File: config.mk
export PLATFORM = sky130hd
export DESIGN_NAME = mc_control_fsm
export DESIGN_NICKNAME = d
export VERILOG_FILES = /design/src/rtl/mc_ctrl_pkg.sv /design/src/rtl/mc_ctrl_decode.sv /design/src/rtl/mc_control_fsm.sv
export SDC_FILE = /design/constraint.sdc
export NUM_CORES = 1
export LEC_CHECK = 0
export CORE_UTILIZATION = 44
export DETAILED_ROUTE_END_ITERATION = 7
export PLACE_DENSITY_LB_ADDON = 0.3
export SLEW_MARGIN = 15
export SYNTH_ARGS = -nofsm -noshare
export SYNTH_HDL_FRONTEND = slang
export SYNTH_SLANG_ARGS = --single-unit
File: constraint.sdc
create_clock -name clk -period 2.1 [get_ports clk]
set_input_delay 0.42 -clock clk [delete_from_list [all_inputs] [get_ports clk]]
set_output_delay 0.42 -clock clk [all_outputs]
set_load 0.02 [all_outputs]
File: src/rtl/mc_ctrl_pkg.sv
// mc_ctrl_pkg: shared types and constants for the multicycle RV32I main
// control FSM.
//   state_t          : FSM state encoding (also exported on state_dbg)
//   ctrl_t           : Moore control word produced by mc_ctrl_decode
//   OP_*             : RV32I major opcodes recognised in DECODE
//   ALU_* / SRC_* / WB_SRC_* : datapath mux and ALU operation selects
//   decode_opcode()  : DECODE-state opcode -> next-state mapping
package mc_ctrl_pkg;

  typedef enum logic [3:0] {
    RST, FETCH, DECODE, EXEC_R, EXEC_I, LUI, AUIPC, MEM_ADDR, MEM_RD, MEM_WR,
    WB_ALU, WB_MEM, BRANCH, JAL, JALR, TRAP
  } state_t;

  localparam logic [6:0] OP_R      = 7'b0110011;
  localparam logic [6:0] OP_I      = 7'b0010011;
  localparam logic [6:0] OP_LOAD   = 7'b0000011;
  localparam logic [6:0] OP_STORE  = 7'b0100011;
  localparam logic [6:0] OP_BRANCH = 7'b1100011;
  localparam logic [6:0] OP_JAL    = 7'b1101111;
  localparam logic [6:0] OP_JALR   = 7'b1100111;
  localparam logic [6:0] OP_LUI    = 7'b0110111;
  localparam logic [6:0] OP_AUIPC  = 7'b0010111;

  localparam logic [1:0] ALU_ADD    = 2'd0;
  localparam logic [1:0] ALU_SUB    = 2'd1;
  localparam logic [1:0] ALU_FUNCT  = 2'd2;

  localparam logic [1:0] SRC_A_PC   = 2'd0;
  localparam logic [1:0] SRC_A_RS1  = 2'd1;
  localparam logic [1:0] SRC_A_ZERO = 2'd2;

  localparam logic [1:0] SRC_B_RS2  = 2'd0;
  localparam logic [1:0] SRC_B_FOUR = 2'd1;
  localparam logic [1:0] SRC_B_IMM  = 2'd2;

  localparam logic [1:0] WB_SRC_ALU = 2'd0;
  localparam logic [1:0] WB_SRC_MDR = 2'd1;
  localparam logic [1:0] WB_SRC_PC4 = 2'd2;

  typedef struct packed {
    logic       pc_write;
    logic       pc_write_cond;
    logic       iord;
    logic       mem_read;
    logic       mem_write;
    logic       reg_write;
    logic [1:0] mem_to_reg;
    logic [1:0] alu_src_a;
    logic [1:0] alu_src_b;
    logic [1:0] alu_op;
  } ctrl_t;

  function automatic state_t decode_opcode(input logic [6:0] op);
    state_t s;
    case (op)
      OP_R:              s = EXEC_R;
      OP_I:              s = EXEC_I;
      OP_LOAD, OP_STORE: s = MEM_ADDR;
      OP_BRANCH:         s = BRANCH;
      OP_JAL:            s = JAL;
      OP_JALR:           s = JALR;
      OP_LUI:            s = LUI;
      OP_AUIPC:          s = AUIPC;
      default:           s = TRAP;
    endcase
    return s;
  endfunction

endpackage

File: src/rtl/mc_ctrl_decode.sv
// mc_ctrl_decode: purely combinational state -> control word decode.
//   state : current FSM state
//   ctrl  : Moore control word for the datapath (all fields 0 unless listed)
// FETCH raises pc_write unconditionally here; the parent qualifies it with
// mem_ready so the PC advances exactly once per fetched instruction.
module mc_ctrl_decode
  import mc_ctrl_pkg::*;
(
  input  state_t state,
  output ctrl_t  ctrl
);

  always_comb begin
    ctrl = '0;
    case (state)
      FETCH: begin
        ctrl.mem_read  = 1'b1;
        ctrl.alu_src_a = SRC_A_PC;
        ctrl.alu_src_b = SRC_B_FOUR;
        ctrl.alu_op    = ALU_ADD;
        ctrl.pc_write  = 1'b1;
      end
      DECODE: begin
        // Speculative branch/JAL target PC+imm, latched into ALUout.
        ctrl.alu_src_a = SRC_A_PC;
        ctrl.alu_src_b = SRC_B_IMM;
      end
      EXEC_R: begin
        ctrl.alu_src_a = SRC_A_RS1;
        ctrl.alu_src_b = SRC_B_RS2;
        ctrl.alu_op    = ALU_FUNCT;
      end
      EXEC_I: begin
        ctrl.alu_src_a = SRC_A_RS1;
        ctrl.alu_src_b = SRC_B_IMM;
        ctrl.alu_op    = ALU_FUNCT;
      end
      LUI: begin
        ctrl.alu_src_a = SRC_A_ZERO;
        ctrl.alu_src_b = SRC_B_IMM;
      end
      AUIPC: begin
        ctrl.alu_src_a = SRC_A_PC;
        ctrl.alu_src_b = SRC_B_IMM;
      end
      MEM_ADDR: begin
        ctrl.alu_src_a = SRC_A_RS1;
        ctrl.alu_src_b = SRC_B_IMM;
      end
      MEM_RD: begin
        ctrl.mem_read = 1'b1;
        ctrl.iord     = 1'b1;
      end
      MEM_WR: begin
        ctrl.mem_write = 1'b1;
        ctrl.iord      = 1'b1;
      end
      WB_ALU: begin
        ctrl.reg_write  = 1'b1;
        ctrl.mem_to_reg = WB_SRC_ALU;
      end
      WB_MEM: begin
        ctrl.reg_write  = 1'b1;
        ctrl.mem_to_reg = WB_SRC_MDR;
      end
      BRANCH: begin
        ctrl.alu_src_a     = SRC_A_RS1;
        ctrl.alu_src_b     = SRC_B_RS2;
        ctrl.alu_op        = ALU_SUB;
        ctrl.pc_write_cond = 1'b1;
      end
      JAL: begin
        // Target is the PC+imm already sitting in ALUout from DECODE.
        ctrl.reg_write  = 1'b1;
        ctrl.mem_to_reg = WB_SRC_PC4;
        ctrl.pc_write   = 1'b1;
      end
      JALR: begin
        // ALU forms rs1+imm; the datapath clears bit 0 on the PC path.
        ctrl.reg_write  = 1'b1;
        ctrl.mem_to_reg = WB_SRC_PC4;
        ctrl.pc_write   = 1'b1;
        ctrl.alu_src_a  = SRC_A_RS1;
        ctrl.alu_src_b  = SRC_B_IMM;
      end
      RST, TRAP: ;
    endcase
  end

endmodule

File: src/rtl/mc_control_fsm.sv
// mc_control_fsm: multicycle main control FSM for the RV32I core.
// Sequences FETCH/DECODE/EXECUTE/MEM/WB and drives the datapath controls.
//   clk, reset_n (async, active low)
//   opcode        : IR[6:0], sampled only in DECODE
//   mem_ready     : memory completes current access this cycle
//   write_ir, pc_write, pc_write_cond, iord, mem_read, mem_write,
//   reg_write, mem_to_reg, alu_src_a, alu_src_b, alu_op : datapath controls
//   illegal_instr, bus_error : sticky trap causes, cleared only by reset
//   state_dbg     : current state encoding (state_t)
//   cycle_cnt, instret_cnt : present only with PERF_COUNTERS_EN defined
// Memory handshake: mem_read/mem_write is a request held stable in
// FETCH/MEM_RD/MEM_WR until the cycle mem_ready=1; that cycle completes the
// access and the FSM leaves the state on the next edge. A request is never
// withdrawn before completion except by reset or watchdog trap.
// MEM_TIMEOUT: cycles a request may wait without mem_ready (0 = no watchdog).
module mc_control_fsm
  import mc_ctrl_pkg::*;
#(
  parameter int MEM_TIMEOUT = 255
) (
  input  logic        clk,
  input  logic        reset_n,
  input  logic [6:0]  opcode,
  input  logic        mem_ready,
  output logic        write_ir,
  output logic        pc_write,
  output logic        pc_write_cond,
  output logic        iord,
  output logic        mem_read,
  output logic        mem_write,
  output logic        reg_write,
  output logic [1:0]  mem_to_reg,
  output logic [1:0]  alu_src_a,
  output logic [1:0]  alu_src_b,
  output logic [1:0]  alu_op,
  output logic        illegal_instr,
  output logic        bus_error,
  output logic [3:0]  state_dbg
`ifdef PERF_COUNTERS_EN
  ,
  output logic [31:0] cycle_cnt,
  output logic [31:0] instret_cnt
`endif
);

  // Counter holds 0..MEM_TIMEOUT-1: a request reaching the last value with
  // no mem_ready traps instead of counting further.
  localparam int CNT_W = (MEM_TIMEOUT < 2) ? 1 : $clog2(MEM_TIMEOUT);
  localparam logic [CNT_W-1:0] CNT_LAST = CNT_W'(MEM_TIMEOUT - 1);

  state_t           state;
  state_t           state_next;
  ctrl_t            ctrl;
  logic             is_store;
  logic [CNT_W-1:0] wait_cnt;
  logic             in_wait;
  logic             timeout_hit;
  logic             set_ill;

  mc_ctrl_decode u_decode (
    .state (state),
    .ctrl  (ctrl)
  );

  assign in_wait = (state == FETCH) || (state == MEM_RD) || (state == MEM_WR);
  // mem_ready in the expiry cycle takes priority over the trap.
  assign timeout_hit = (MEM_TIMEOUT != 0) && in_wait && !mem_ready &&
                       (wait_cnt == CNT_LAST);

  always_comb begin
    state_next = state;
    set_ill    = 1'b0;
    case (state)
      RST:    state_next = FETCH;
      FETCH: begin
        if (mem_ready)        state_next = DECODE;
        else if (timeout_hit) state_next = TRAP;
      end
      DECODE: begin
        state_next = decode_opcode(opcode);
        set_ill    = (state_next == TRAP);
      end
      EXEC_R, EXEC_I, LUI, AUIPC: state_next = WB_ALU;
      MEM_ADDR: state_next = is_store ? MEM_WR : MEM_RD;
      MEM_RD: begin
        if (mem_ready)        state_next = WB_MEM;
        else if (timeout_hit) state_next = TRAP;
      end
      MEM_WR: begin
        if (mem_ready)        state_next = FETCH;
        else if (timeout_hit) state_next = TRAP;
      end
      WB_ALU, WB_MEM, BRANCH, JAL, JALR: state_next = FETCH;
      TRAP:   state_next = TRAP;
    endcase
  end

  always_ff @(posedge clk or negedge reset_n) begin
    if (!reset_n) begin
      state         <= RST;
      is_store      <= 1'b0;
      wait_cnt      <= '0;
      illegal_instr <= 1'b0;
      bus_error     <= 1'b0;
    end else begin
      state <= state_next;
      // Load/store choice is captured in DECODE so later IR changes are ignored.
      if (state == DECODE) is_store <= (opcode == OP_STORE);
      if (state_next != state)          wait_cnt <= '0;
      else if (in_wait && !mem_ready)   wait_cnt <= wait_cnt + CNT_W'(1);
      if (set_ill)     illegal_instr <= 1'b1;
      if (timeout_hit) bus_error     <= 1'b1;
    end
  end

  assign write_ir      = (state == FETCH) && mem_ready;
  assign pc_write      = ctrl.pc_write && ((state != FETCH) || mem_ready);
  assign pc_write_cond = ctrl.pc_write_cond;
  assign iord          = ctrl.iord;
  assign mem_read      = ctrl.mem_read;
  assign mem_write     = ctrl.mem_write;
  assign reg_write     = ctrl.reg_write;
  assign mem_to_reg    = ctrl.mem_to_reg;
  assign alu_src_a     = ctrl.alu_src_a;
  assign alu_src_b     = ctrl.alu_src_b;
  assign alu_op        = ctrl.alu_op;
  assign state_dbg     = state;

`ifdef PERF_COUNTERS_EN
  always_ff @(posedge clk or negedge reset_n) begin
    if (!reset_n) begin
      cycle_cnt   <= '0;
      instret_cnt <= '0;
    end else begin
      cycle_cnt <= cycle_cnt + 32'd1;
      // Retire on re-entry to FETCH; the RST->FETCH start-up edge is excluded.
      if (state_next == FETCH && state != FETCH && state != RST && state != TRAP)
        instret_cnt <= instret_cnt + 32'd1;
    end
  end
`endif

endmodule
==> results.md <==
* Die Area at roughly 3300 um^2
* Gate power share at 0.802
* Worst Max-Slew Pin Slew at 0.647 ns
* Max VDD drop at 1.02 mV
* DR DRC count at 2
* CP arrival at 1.66 ns
* Violated checks: DRC
* EDFF count, synth at 0
* Setup violations, final at 0
* Total power at 2990 uW
* Area grow syn2layout at 54.7%
* Largest net degree at the start of global routing at 21
* Starting Density at 0.479
* PortBufs at 30
* Max Slew Vio Count at 0
* Worst Path Buf+Inv at 2
* TritonCTS Buffers at 3
* Grt ovf at 0
* CTS tree: done
* Slew HR at 0.567
* Clock-pin slew on the worst setup and hold paths at 0.09 ns
* Power Internal at 1460 uW
* Slowest stage cell, crit path: dfrtp_2
* CTS Buffer Depth at 2
* Tcrit/Tclk final at 0.990
* Share of cells above drive strength 1 at 0.350
* GRT Max-Usage Layer: met2
* Max-Cap Viols at 0
* DPL Wire Length at around 3.2 mm
* Chip height at 57.7 um
* Stages on worst setup path at 4
* Post-Synthesis Cells at 171
* Worst R2R Path Depth at 7
* Sw Pwr at 1530 uW
* # nets final at 250
* Critical path fanouts, max at 6
* Antenna viol nets, final at 0
* Critical path, cell by cell: clkbuf_2, nor2b_2, and3_1, dlygate4sd2_1
* Switching share of power at 0.511
* Clk_skew at 0.00290 ns
* Grt met1 use at 0.358
* DRT Pass-1 Iters at 6
* Worst endpoint required time at 1.68 ns
* Synthesis Warnings at 0
* Most common cell after layout, fill and taps aside: buf_4
* # H-tree levels at 1
* Min Tclk post-route at 2.08 ns
* Worst-skew pair later-pin latency at between 0.2 and 0.3 ns
* Hold depth at 1
* Initial antenna violation count at 0
* Via density at 6.04
* Top FF cell, synth: dfrtp_1
* Syn avg cell area at 7.98 um^2
* PwrDens at 1420 nW/um^2
* Commonest non-fill, non-tap cells in the layout: 39 x buf_4, 22 x nand2_1, 20 x dlygate4sd2_1, 12 x nor2_1, 12 x dfrtp_1
* Routed vias at 1619
* Leakage Power at 0.00101 uW
* Drt wl/cell at 16.6 um
* Cell Rows at 19
* Seq/Total Area, Yosys at 0.275
* Root Buffer: clkbuf_4
* Placer congestion estimate at roughly 0.95
* N_diodes at 0
* Die X at 57.7 um
* Core area at 2850 um^2
* Syn nets at about 180
* Number of global-route vias before repair at 1459
* Count of different cell masters after synthesis at 51
* Synth Cell Area at 1370 um^2
* Fmax at 481 MHz
* Worst path max stage delay at 0.45 ns
* # IOs at 31
* HP Class: reg2reg
* Initial DRC count at 98
* CTS Sinks at 15
* Tot GR Track Use at 0.263
* Hold Worst Slack at ~0.48 ns
* Grt met2 use at 0.455
* First-pass GRT wire length at between 6 and 7 mm
* Synth Register Bits at 15
* Worst setup EP type: output pin
* Status: complete, but fails checks
* Async SR Flop Fraction at 1.00
* Startpoint types: flop
* Total Wirelength at 4.45 mm
* CP top delay family: buffers and inverters
* Hold Violations, Final at 0
* Setup CP Type: reg2out
* Met3 Usage GRT at 0.0290
* Power share of the sequential group at 0.142
* Clock share of power at 0.056
==> logic make-up after synthesis <==
| logic type | Yosys count | share of synthesized area |
|---|---|---|
| AND/OR/NAND/NOR | 87 | 0.378 |
| flip-flops | 15 | 0.275 |
| adder cells (fa/ha/maj) | 2 | 0.0183 |
| AO/OA/AOI/OAI | 41 | 0.209 |
| buffers and inverters | 18 | 0.0687 |
| XOR/XNOR | 8 | 0.0513 |
==> worst paths after layout <==
| kind | start | end | slack [ns] |
|---|---|---|---|
| max reg2reg | state_dbg[3] | wait_cnt[4] | 0.02 |
| max in group asynchronous | reset_n | state_dbg[2] | 1.13 |
| min | bus_error | bus_error | 0.48 |
| min reg2reg | bus_error | bus_error | 0.48 |
| min in group asynchronous | reset_n | is_store | 0.52 |
| max | state_dbg[2] | alu_src_a[1] | 0.02 |
==> repair_timing <==
action / 4_1_cts / 5_1_grt
pin swaps: 1 / 0
endpoints found under the setup margin: 24 / 13
setup buffers: 1 / 6
hold buffers: 0 / 0
gates cloned: 0 / 2
gates resized for setup: 35 / 14
==> synthesized netlist by cell type (all sizes together) (3+ instances only) <==
| master | count | area [um^2] |
|---|---|---|
| nand2b | 3 | 18.8 |
| or2 | 3 | 18.8 |
| nand3b | 3 | 35.0 |
| a21oi | 12 | 60.1 |
| buf | 9 | 60.1 |
| xnor2 | 3 | 26.3 |
| nor2 | 13 | 48.8 |
| xor2 | 5 | 43.8 |
| inv | 5 | 18.8 |
| nor4 | 5 | 46.3 |
| dfrtp | 15 | 375 |
| nor3 | 15 | 115 |
| clkbuf | 4 | 15.0 |
| nand2 | 25 | 93.8 |
| nand3 | 4 | 20.0 |
| o21ai | 9 | 48.8 |
==> per-layer routing <==
| layer | share of wire | routed length, um |
|---|---|---|
| met4 | 0.012 | 53 |
| met2 | 0.49 | 2200 |
| met5 | 0 | 0 |
| met1 | 0.43 | 1930 |
| met3 | 0.060 | 266 |
==> flip-flops by register name (all words and copies together) (netlist names) <==
signal         count
state_dbg          4
wait_cnt           8
bus_error          1
illegal_instr      1
is_store           1
==> metrics by stage <==
| step | utilization | TNS, ns | setup WS [ns] | instances | instance area (um^2) |
|---|---|---|---|---|---|
| after detailed placement | 0.678 | -4.32 | -0.441 | 255 | 1930 |
| after floorplan | - | -0.109 | -0.0547 | 171 | 1390 |
| final | 0.740 | 0 | 0.0213 | 268 | 2110 |
| after global placement | 0.678 | -3.94 | -0.364 | 255 | 1930 |
| after global routing | 0.740 | -0.174 | -0.0347 | 268 | 2110 |
| after CTS | 0.697 | 0 | 0.0315 | 260 | 1990 |
==> power groups by stage <==
stage	Combinational (uW)	Clock (uW)	Sequential, uW
CTS	2120	170	410
global placement	2050	0	411
finish	2400	168	426
detailed placement	2080	0	412
floorplan	1190	0	450
global route	2540	178	429
==> layout make-up <==
| class | count | area, um^2 |
|---|---|---|
| Fill cell | 217 | 741 |
| Sequential cell | 15 | 379 |
| Clock inverter | 1 | 5.00 |
| Inverter | 5 | 18.8 |
| Clock buffer | 3 | 22.5 |
| Timing Repair Buffer | 75 | 644 |
| Multi-Input combinational cell | 138 | 1000 |
| Tap cell | 31 | 38.8 |
Power figures use the tool's default switching activity.
